==> config.mk <==
export PLATFORM = sky130hd
export DESIGN_NAME = mem_port_arbiter
export DESIGN_NICKNAME = d
export VERILOG_FILES = /design/src/rtl/mem_port_arbiter.sv
export SDC_FILE = /design/constraint.sdc
export NUM_CORES = 1
export LEC_CHECK = 0
export ABC_AREA = 0
export BUFFER_PORTS_ARGS = -buffer_cell sky130_fd_sc_hd__buf_4
export CORE_AREA = 3 3 353 355
export DETAILED_ROUTE_END_ITERATION = 10
export DIE_AREA = 0 0 356 358
export GPL_ROUTABILITY_DRIVEN = 1
export MAX_ROUTING_LAYER = met4
export PLACE_DENSITY = 0.3
export SYNTH_ARGS = -nofsm -noshare
export SYNTH_HDL_FRONTEND = slang
export SYNTH_SLANG_ARGS = --single-unit
==> constraint.sdc <==
create_clock -name clk -period 2.45 [get_ports clk]
set_clock_uncertainty 0.2 [all_clocks]
set_input_delay 0 -clock clk [delete_from_list [all_inputs] [get_ports clk]]
set_output_delay 0 -clock clk [all_outputs]
set_load 0.01 [all_outputs]
==> src/rtl/mem_port_arbiter.sv <==
// -----------------------------------------------------------------------------
// mem_port_arbiter
//
// Shares one memory port between the instruction cache (port 0) and the data
// cache (port 1). One cache owns the port for a whole transaction:
//   read  : one request handshake, then READ_BEATS response beats
//   write : WRITE_BEATS request+data beat pairs
// Ownership is decided only in IDLE, which costs a one-cycle arbitration bubble.
//
// Optional feature macro: ROUND_ROBIN_EN
//   defined   : simultaneous requests go to the cache not granted last
//               (last grant resets to port 1, so port 0 wins the first tie)
//   undefined : fixed priority, port 1 (data cache) wins every tie
//
// Ports
//   clk, reset               clock, synchronous active-high reset
//   cN_req_*_i / cN_req_*_o  cache N request and write-data channels (N=0,1)
//   cN_resp_valid_o          response beat for cache N (owner only)
//   cN_resp_data_o           response data, broadcast to both caches
//   mem_req_*_o / mem_*_i    memory-side mirror of the cache channels
//   spurious_resp_o          sticky flag: response beat seen outside RRESP
// -----------------------------------------------------------------------------
module mem_port_arbiter #(
    parameter int ADDR_BITS   = 28,
    parameter int DATA_BITS   = 128,
    parameter int READ_BEATS  = 4,
    parameter int WRITE_BEATS = 4
) (
    input  logic                   clk,
    input  logic                   reset,

    input  logic                   c0_req_valid_i,
    output logic                   c0_req_ready_o,
    input  logic [ADDR_BITS-1:0]   c0_req_addr_i,
    input  logic                   c0_req_rw_i,
    input  logic                   c0_req_data_valid_i,
    output logic                   c0_req_data_ready_o,
    input  logic [DATA_BITS-1:0]   c0_req_data_bits_i,
    input  logic [DATA_BITS/8-1:0] c0_req_data_mask_i,
    output logic                   c0_resp_valid_o,
    output logic [DATA_BITS-1:0]   c0_resp_data_o,

    input  logic                   c1_req_valid_i,
    output logic                   c1_req_ready_o,
    input  logic [ADDR_BITS-1:0]   c1_req_addr_i,
    input  logic                   c1_req_rw_i,
    input  logic                   c1_req_data_valid_i,
    output logic                   c1_req_data_ready_o,
    input  logic [DATA_BITS-1:0]   c1_req_data_bits_i,
    input  logic [DATA_BITS/8-1:0] c1_req_data_mask_i,
    output logic                   c1_resp_valid_o,
    output logic [DATA_BITS-1:0]   c1_resp_data_o,

    output logic                   mem_req_valid_o,
    input  logic                   mem_req_ready_i,
    output logic [ADDR_BITS-1:0]   mem_req_addr_o,
    output logic                   mem_req_rw_o,
    output logic                   mem_req_data_valid_o,
    input  logic                   mem_req_data_ready_i,
    output logic [DATA_BITS-1:0]   mem_req_data_bits_o,
    output logic [DATA_BITS/8-1:0] mem_req_data_mask_o,
    input  logic                   mem_resp_valid_i,
    input  logic [DATA_BITS-1:0]   mem_resp_data_i,

    output logic                   spurious_resp_o
);

    localparam int MASK_BITS = DATA_BITS / 8;
    localparam int MAX_BEATS = (READ_BEATS > WRITE_BEATS) ? READ_BEATS : WRITE_BEATS;
    localparam int CNT_BITS  = $clog2(MAX_BEATS) + 1;

    localparam logic [CNT_BITS-1:0] LAST_RBEAT = CNT_BITS'(READ_BEATS - 1);
    localparam logic [CNT_BITS-1:0] LAST_WBEAT = CNT_BITS'(WRITE_BEATS - 1);

    typedef enum logic [1:0] {
        S_IDLE,
        S_REQ,
        S_WDATA,
        S_RRESP
    } state_e;

    state_e                state_q;
    logic                  owner_q;     // 0 = icache, 1 = dcache
    logic                  owner_d;     // arbitration winner, used only in IDLE
    logic [CNT_BITS-1:0]   beat_q;
    logic                  spurious_q;
`ifdef ROUND_ROBIN_EN
    logic                  last_grant_q;
`endif

    // Owner-side view of the two cache request channels.
    logic                  own_req_valid;
    logic [ADDR_BITS-1:0]  own_req_addr;
    logic                  own_req_rw;
    logic                  own_data_valid;
    logic [DATA_BITS-1:0]  own_data_bits;
    logic [MASK_BITS-1:0]  own_data_mask;

    assign own_req_valid  = owner_q ? c1_req_valid_i      : c0_req_valid_i;
    assign own_req_addr   = owner_q ? c1_req_addr_i       : c0_req_addr_i;
    assign own_req_rw     = owner_q ? c1_req_rw_i         : c0_req_rw_i;
    assign own_data_valid = owner_q ? c1_req_data_valid_i : c0_req_data_valid_i;
    assign own_data_bits  = owner_q ? c1_req_data_bits_i  : c0_req_data_bits_i;
    assign own_data_mask  = owner_q ? c1_req_data_mask_i  : c0_req_data_mask_i;

    // Arbitration. With a single requester both schemes pick it; they differ
    // only on a tie.
`ifdef ROUND_ROBIN_EN
    assign owner_d = (c0_req_valid_i && c1_req_valid_i) ? ~last_grant_q : c1_req_valid_i;
`else
    assign owner_d = c1_req_valid_i;
`endif

    // Handshakes as seen by the memory. A write data beat accepted together
    // with its request completes the beat without visiting WDATA.
    logic req_fire;
    logic data_fire_req;
    logic data_fire_wdata;

    assign req_fire        = (state_q == S_REQ) && own_req_valid && mem_req_ready_i;
    assign data_fire_req   = (state_q == S_REQ) && own_req_rw && own_data_valid
                             && mem_req_data_ready_i;
    assign data_fire_wdata = (state_q == S_WDATA) && own_data_valid && mem_req_data_ready_i;

    // -------------------------------------------------------------------------
    // Control FSM, owner, beat counter and sticky error flag
    // -------------------------------------------------------------------------
    // NOTE: sequential state uses non-blocking assignments only, so every
    // register samples pre-edge values and ordering inside the block is moot.
    always_ff @(posedge clk) begin
        if (reset) begin
            state_q      <= S_IDLE;
            owner_q      <= 1'b0;
            beat_q       <= '0;
            spurious_q   <= 1'b0;
`ifdef ROUND_ROBIN_EN
            last_grant_q <= 1'b1;
`endif
        end else begin
            // Any response beat outside the read-response phase has no owner.
            if (mem_resp_valid_i && (state_q != S_RRESP)) begin
                spurious_q <= 1'b1;
            end

            case (state_q)
                S_IDLE: begin
                    if (c0_req_valid_i || c1_req_valid_i) begin
                        owner_q      <= owner_d;
`ifdef ROUND_ROBIN_EN
                        last_grant_q <= owner_d;
`endif
                        state_q      <= S_REQ;
                    end
                end

                S_REQ: begin
                    if (req_fire) begin
                        if (!own_req_rw) begin
                            state_q <= S_RRESP;
                            beat_q  <= '0;
                        end else if (data_fire_req) begin
                            if (beat_q == LAST_WBEAT) begin
                                state_q <= S_IDLE;
                                beat_q  <= '0;
                            end else begin
                                state_q <= S_REQ;
                                beat_q  <= beat_q + CNT_BITS'(1);
                            end
                        end else begin
                            state_q <= S_WDATA;
                        end
                    end
                end

                S_WDATA: begin
                    if (data_fire_wdata) begin
                        if (beat_q == LAST_WBEAT) begin
                            state_q <= S_IDLE;
                            beat_q  <= '0;
                        end else begin
                            state_q <= S_REQ;
                            beat_q  <= beat_q + CNT_BITS'(1);
                        end
                    end
                end

                S_RRESP: begin
                    if (mem_resp_valid_i) begin
                        if (beat_q == LAST_RBEAT) begin
                            state_q <= S_IDLE;
                            beat_q  <= '0;
                        end else begin
                            beat_q  <= beat_q + CNT_BITS'(1);
                        end
                    end
                end

                default: state_q <= S_IDLE;
            endcase
        end
    end

    assign spurious_resp_o = spurious_q;

    // -------------------------------------------------------------------------
    // Output steering. Everything is held at 0 while reset is asserted so an
    // abandoned burst cannot complete a handshake in the reset cycle.
    // -------------------------------------------------------------------------
    logic own_req_ready;
    logic own_data_ready;
    logic own_resp_valid;

    // NOTE: every output gets a default before the case statement; without
    // it a state that skips an assignment would infer a latch.
    always_comb begin
        mem_req_valid_o      = 1'b0;
        mem_req_addr_o       = '0;
        mem_req_rw_o         = 1'b0;
        mem_req_data_valid_o = 1'b0;
        mem_req_data_bits_o  = '0;
        mem_req_data_mask_o  = '0;
        own_req_ready        = 1'b0;
        own_data_ready       = 1'b0;
        own_resp_valid       = 1'b0;
        c0_resp_data_o       = '0;
        c1_resp_data_o       = '0;

        if (!reset) begin
            c0_resp_data_o = mem_resp_data_i;
            c1_resp_data_o = mem_resp_data_i;

            case (state_q)
                S_REQ: begin
                    mem_req_valid_o = own_req_valid;
                    mem_req_addr_o  = own_req_addr;
                    mem_req_rw_o    = own_req_rw;
                    own_req_ready   = mem_req_ready_i;
                    if (own_req_rw) begin
                        mem_req_data_valid_o = own_data_valid;
                        mem_req_data_bits_o  = own_data_bits;
                        mem_req_data_mask_o  = own_data_mask;
                        own_data_ready       = mem_req_data_ready_i;
                    end
                end

                S_WDATA: begin
                    mem_req_addr_o       = own_req_addr;
                    mem_req_rw_o         = 1'b1;
                    mem_req_data_valid_o = own_data_valid;
                    mem_req_data_bits_o  = own_data_bits;
                    mem_req_data_mask_o  = own_data_mask;
                    own_data_ready       = mem_req_data_ready_i;
                end

                // The cache keeps req_valid high while waiting for its data;
                // mem_req_valid stays 0 here so the request is not re-issued.
                S_RRESP: begin
                    own_resp_valid = mem_resp_valid_i;
                end

                default: ;
            endcase
        end
    end

    // The non-owner sees every ready and response valid at 0.
    assign c0_req_ready_o      = !owner_q && own_req_ready;
    assign c1_req_ready_o      =  owner_q && own_req_ready;
    assign c0_req_data_ready_o = !owner_q && own_data_ready;
    assign c1_req_data_ready_o =  owner_q && own_data_ready;
    assign c0_resp_valid_o     = !owner_q && own_resp_valid;
    assign c1_resp_valid_o     =  owner_q && own_resp_valid;

endmodule
Yosys cells after proc, flatten, opt, wreduce, memory -nomap -nowiden
Cells that the tools add are included.

cells by class
  $add $sub $neg = 1
  equality and inequality tests = 11
  mux-type cells = 45
  reduce and logical (&&, ||, !) cells = 22

operators by type and width
  kind                 count
  $mux 128             4
  $pmux 128 s2         1
  $mux 28              3
  $mux 16              3
  $pmux 16 s2          1
  $mux 3               6
  $mux 1               15
  $logic_and 1x1->1    14
  $mux 2               7
  $ne 2x2->1 const B   6
  $reduce_and 5->1     2
  $pmux 3 s3           1
  $pmux 2 s4           1
  $pmux 1 s2           3
  $eq 2x2->1 const B   2
  $add 3x1->3 const B  1
  $eq 3x2->1 const B   1
  $ne 3x3->1 const B   1
  $reduce_bool 3->1    1
  $eq 2x1->1 const B   1
  $logic_not 2->1      1
  $reduce_and 2->1     1
  $reduce_or 2->1      1
  $logic_not 1->1      1
  $logic_or 1x1->1     1

word-level totals
  bits in registers = 7
  bits of input ports = 483
  output and inout port bits = 438
  word-level logic and storage cells = 83

Longest topological paths before layout
  depth in word-level cells = 8
  mapped depth = 7
  depth with buffers taken out = 6

Worst setup path after synthesis
OpenSTA, ideal clock, no wires.

  path kind = flip-flop to flip-flop
  start point = register state_q[1]
  end point = register state_q[0]
  setup time = 121 ps
  arrival = 1640 ps
  data required time = 2129 ps
  path slack = 489 ps
  cell stages (with the launch flop) = 7
  path buffers = 0
  period minus slack after synthesis = 1961 ps
  cells stage by stage = dfxtp_1 -> inv_1 -> ha_1 -> nor2b_1 -> a221o_1 -> a211oi_2 -> mux2_2

between the ends
  longest elaborated chain between the ends = 8
  elaborated cells on any way between the ends = 21
  those cells by class = eq/ne: 8; mux: 4; reduce/logical: 9

RTL lines
  element                         line           text
  start: declaration              82             state_e state_q;
  start signal: assignment        132            state_q <= S_IDLE;
  start signal: assignment        152            state_q <= S_REQ;
  start signal: assignment        159            state_q <= S_RRESP;
  $eq 2x1->1                      120, 121, 145
  $logic_and 1x1->1 (2 in a row)  121            assign data_fire_req = (state_q == S_REQ) && own_req_rw && own_data_valid
  $logic_and 1x1->1               122            && mem_req_data_ready_i;
  $mux 2                          161            end else if (data_fire_req) begin
  $mux 2                          158            if (!own_req_rw) begin
  $mux 2                          157            if (req_fire) begin
  $pmux 2 s4                      145            case (state_q)

Parallel ways exist; a longest one is shown, timed or not. The select of a mux whose other input is x is not followed.
A chain may end at the register's enable or synchronous reset.

Worst setup path after layout
  start point = register owner_q
  end point = output port mem_req_data_bits_o[63]

between the ends
  longest elaborated chain between the ends = 4
  elaborated cells on any way between the ends = 5
  those cells by class = mux: 5

RTL lines
  element                                    line      text
  start: declaration                         83        logic owner_q;
  start signal: assignment                   148       owner_q <= owner_d;
  $mux 128 / $mux 1 (equally long branches)  103, 101
  $mux 128                                   238       if (own_req_rw) begin
  $pmux 128 s2 (*)                           232       case (state_q)
  $mux 128 (*)                               228       if (!reset) begin
  end: declaration                           60        output logic [DATA_BITS-1:0] mem_req_data_bits_o,

Mark *: on every way between the ends. The rest lies on a longest branch, timed or not.

==> out/qor.yml <==
outcome:
  status: "completed"
timing:
  final-setup-viol-count: 0
  hold_violations: 0
  timing.fmax_mhz: 433
  setup_tns_ns: 0
  fin_crit_sh_pct: 94.3
  worstMarginPinSlew_ns: 0.855
  slew_viol_final: 0
  fin_ws_ns: 0.139
  slew-limit-headroom_pct: 41.4
  rsz0062_at_grt: "false"
  fin_crit_ns: 2.31
detailed_routing:
  wl_mm: 85.3
  vias: 8306
  detail_route.wl_per_cell_um: 26.7
  vias_per_cell: 2.60
  ant_nets: 0
  drt_iter0_markers: 391
  drc: 0
  first_pass_iters: 5
yosys:
  synth.avg_cell_area_um2: 6.85
  seq_area_frac_synth_pct: 2.83
  ys_async_sr_fraction_pct: 0
  synth_edf_count: 0
  yosys_warnings: 0
  synth_cells: 724
  ys_seq_elements: 7
  ys.flop_type: "dfxtp_1"
  ys_types: 33
  netlist_area_um2: 4960
  syn-num-nets: 1213
worst_setup_path:
  worstPathMaxFanout: 43
  cp.arrival_ns: 2.11
  cp-end-kind: "output pin"
  cp.required_ns: 2.25
  setup.worst_path.start_class: "flop"
  critPathKind: "reg2out"
cts:
  post_cts_resized: 0
  clockRootBuffer: "clkbuf_16"
  worstSkewPairLatency_ns: 0.23
  numCtsBuffers: 3
  cts.sinks: 7
  htreeDepth: 1
  clk_pin_slew_ns: 0.04
  clk_path_buf_depth: 2
  post-cts-setup-buffers: 0
  holdBufCountCts: 5
  tritoncts: "yes"
final_layout:
  fin_nets: 2031
  area_growth_syn_to_layout_pct: 173
  drive_above_1_share_pct: 65.0
  final_common_cell: "buf_4"
  nFillCells: 14400
  multi_input_area_um2: 3590
  register_area_um2: 144
  fin_area_um2: 13500
  layout_common_cells: "buf_4 (983), nor2_1 (178), mux2i_1 (175)"
floorplan:
  rows: 128
  coreArea_um2: 122000
  start_util_pct: 4.07
  dieArea_um2: 127000
  dieHeight_um: 358
  die_w_um: 356
  pin_count: 921
power_and_ir_drop:
  power_mw: 4.52
  ir_drop_uv: 166
  p_leak_nw: 6.49
  powerDensity_nw_per_um2: 334
placement:
  placed_area_um2: 13300
  place_ws_ns: 0.335
  io_buffers: 920
  post-dp-hpwl_mm: 79.9
  gp_congestion: 0.901
grt:
  antenna_found_initial: 48
  grt_pass1_wl_mm: 101
  grt_usage_pct: 12.7
  grt_max_degree: 62
  grt_pass1_vias: 8410
  overflow: 0
job:
  drv_cap: 0
hold_path:
  min_path_type: "in2reg"
[layer usage]
| layer | vias to the layer above | track usage [%] | wire, µm |
|---|---|---|---|
| met2 | 477 | 21.1 | 40700 |
| met5 | - | - | 0 |
| li1 | 3910 | - | - |
| met4 | 0 | 0.249 | 169 |
| met3 | 20 | 5.22 | 8270 |
| met1 | 3899 | 15.2 | 36200 |
[layout make-up]
cell class / instances / area share (%)
Sequential cell: 7 / 1.06
Inverter: 6 / 0.166
Clock buffer: 4 / 0.582
Timing Repair Buffer: 996 / 56.1
Tap cell: 1625 / 15.0
Antenna cell: 31 / 0.573
Multi-Input combinational cell: 528 / 26.5
[path summary, 6_finish.rpt]
| kind | slack [ns] | startpoint | endpoint | cells after the start |
|---|---|---|---|---|
| hold reg to reg | 0.24 | beat_q[2]$_SDFFE_PP0P_ | beat_q[2]$_SDFFE_PP0P_ | 2 |
| setup / recovery | 0.14 | owner_q$_SDFFE_PP0P_ | mem_req_data_bits_o[63] | 7 |
| hold / removal | 0.10 | mem_req_data_ready_i | beat_q[2]$_SDFFE_PP0P_ | 4 |
| setup reg to reg | 0.31 | state_q[1]$_SDFFE_PP0P_ | state_q[0]$_SDFFE_PP0P_ | 6 |
[report_power, final]
group | total, mW | internal, mW | switching, mW
clock network | 0.289 | 0.218 | 0.0716
logic | 4.06 | 1.92 | 2.15
registers | 0.165 | 0.139 | 0.0266
total | 4.52 | 2.27 | 2.25
[per-stage QoR]
stage          utilization [%]  cells  hold WS, ns
2_1_floorplan                -    724      -0.0745
3_3_place_gp              11.0   3157       0.0558
3_5_place_dp              11.0   3157       0.0829
4_1_cts                   11.1   3166        0.111
5_1_grt                   11.1   3195        0.147
6_report                  11.1   3197        0.104
[synthesized netlist by cell type, drive strengths merged (2+ instances only)]
cell type  number  area (µm²)
nor2          178         668
mux2i         175        1750
buf           157        1110
nor2b         129         807
clkbuf         26        97.6
dfxtp           7         140
nand2b          7        43.8
ha              6        75.1
inv             6        22.5
mux2            4        45.0
a21oi           3        15.0
nand2           3        11.3
a211oi          2        20.0
and3            2        12.5
nor3            2        10.0
nor3b           2        15.0
[critical path: stages, from the launching register on]
cell	delay, ns
dfxtp_4	0.40
mux2_2	0.39
a21o_1	0.25
nand2b_4	0.13
buf_12	0.19
buf_12	0.23
nor2_1	0.08
buf_4	0.16
[cells by family (layout without fill, tap and decap cells)]
kind of cell	Yosys count	after routing	synth area share, %
AND/OR/NAND/NOR	332	332	32.9
AO/OA/AOI/OAI	11	11	1.69
other	0	31	0
multiplexers	179	179	36.3
flip-flops	7	7	2.83
buffers and inverters	189	1006	24.8
adder cells (fa/ha/maj)	6	6	1.51
[registers in the layout, summed over array words and instances, names as in the netlist]
signal,cells
beat_q,3
state_q,2
owner_q,1
spurious_resp_o,1
Power figures use the tool's default switching activity.
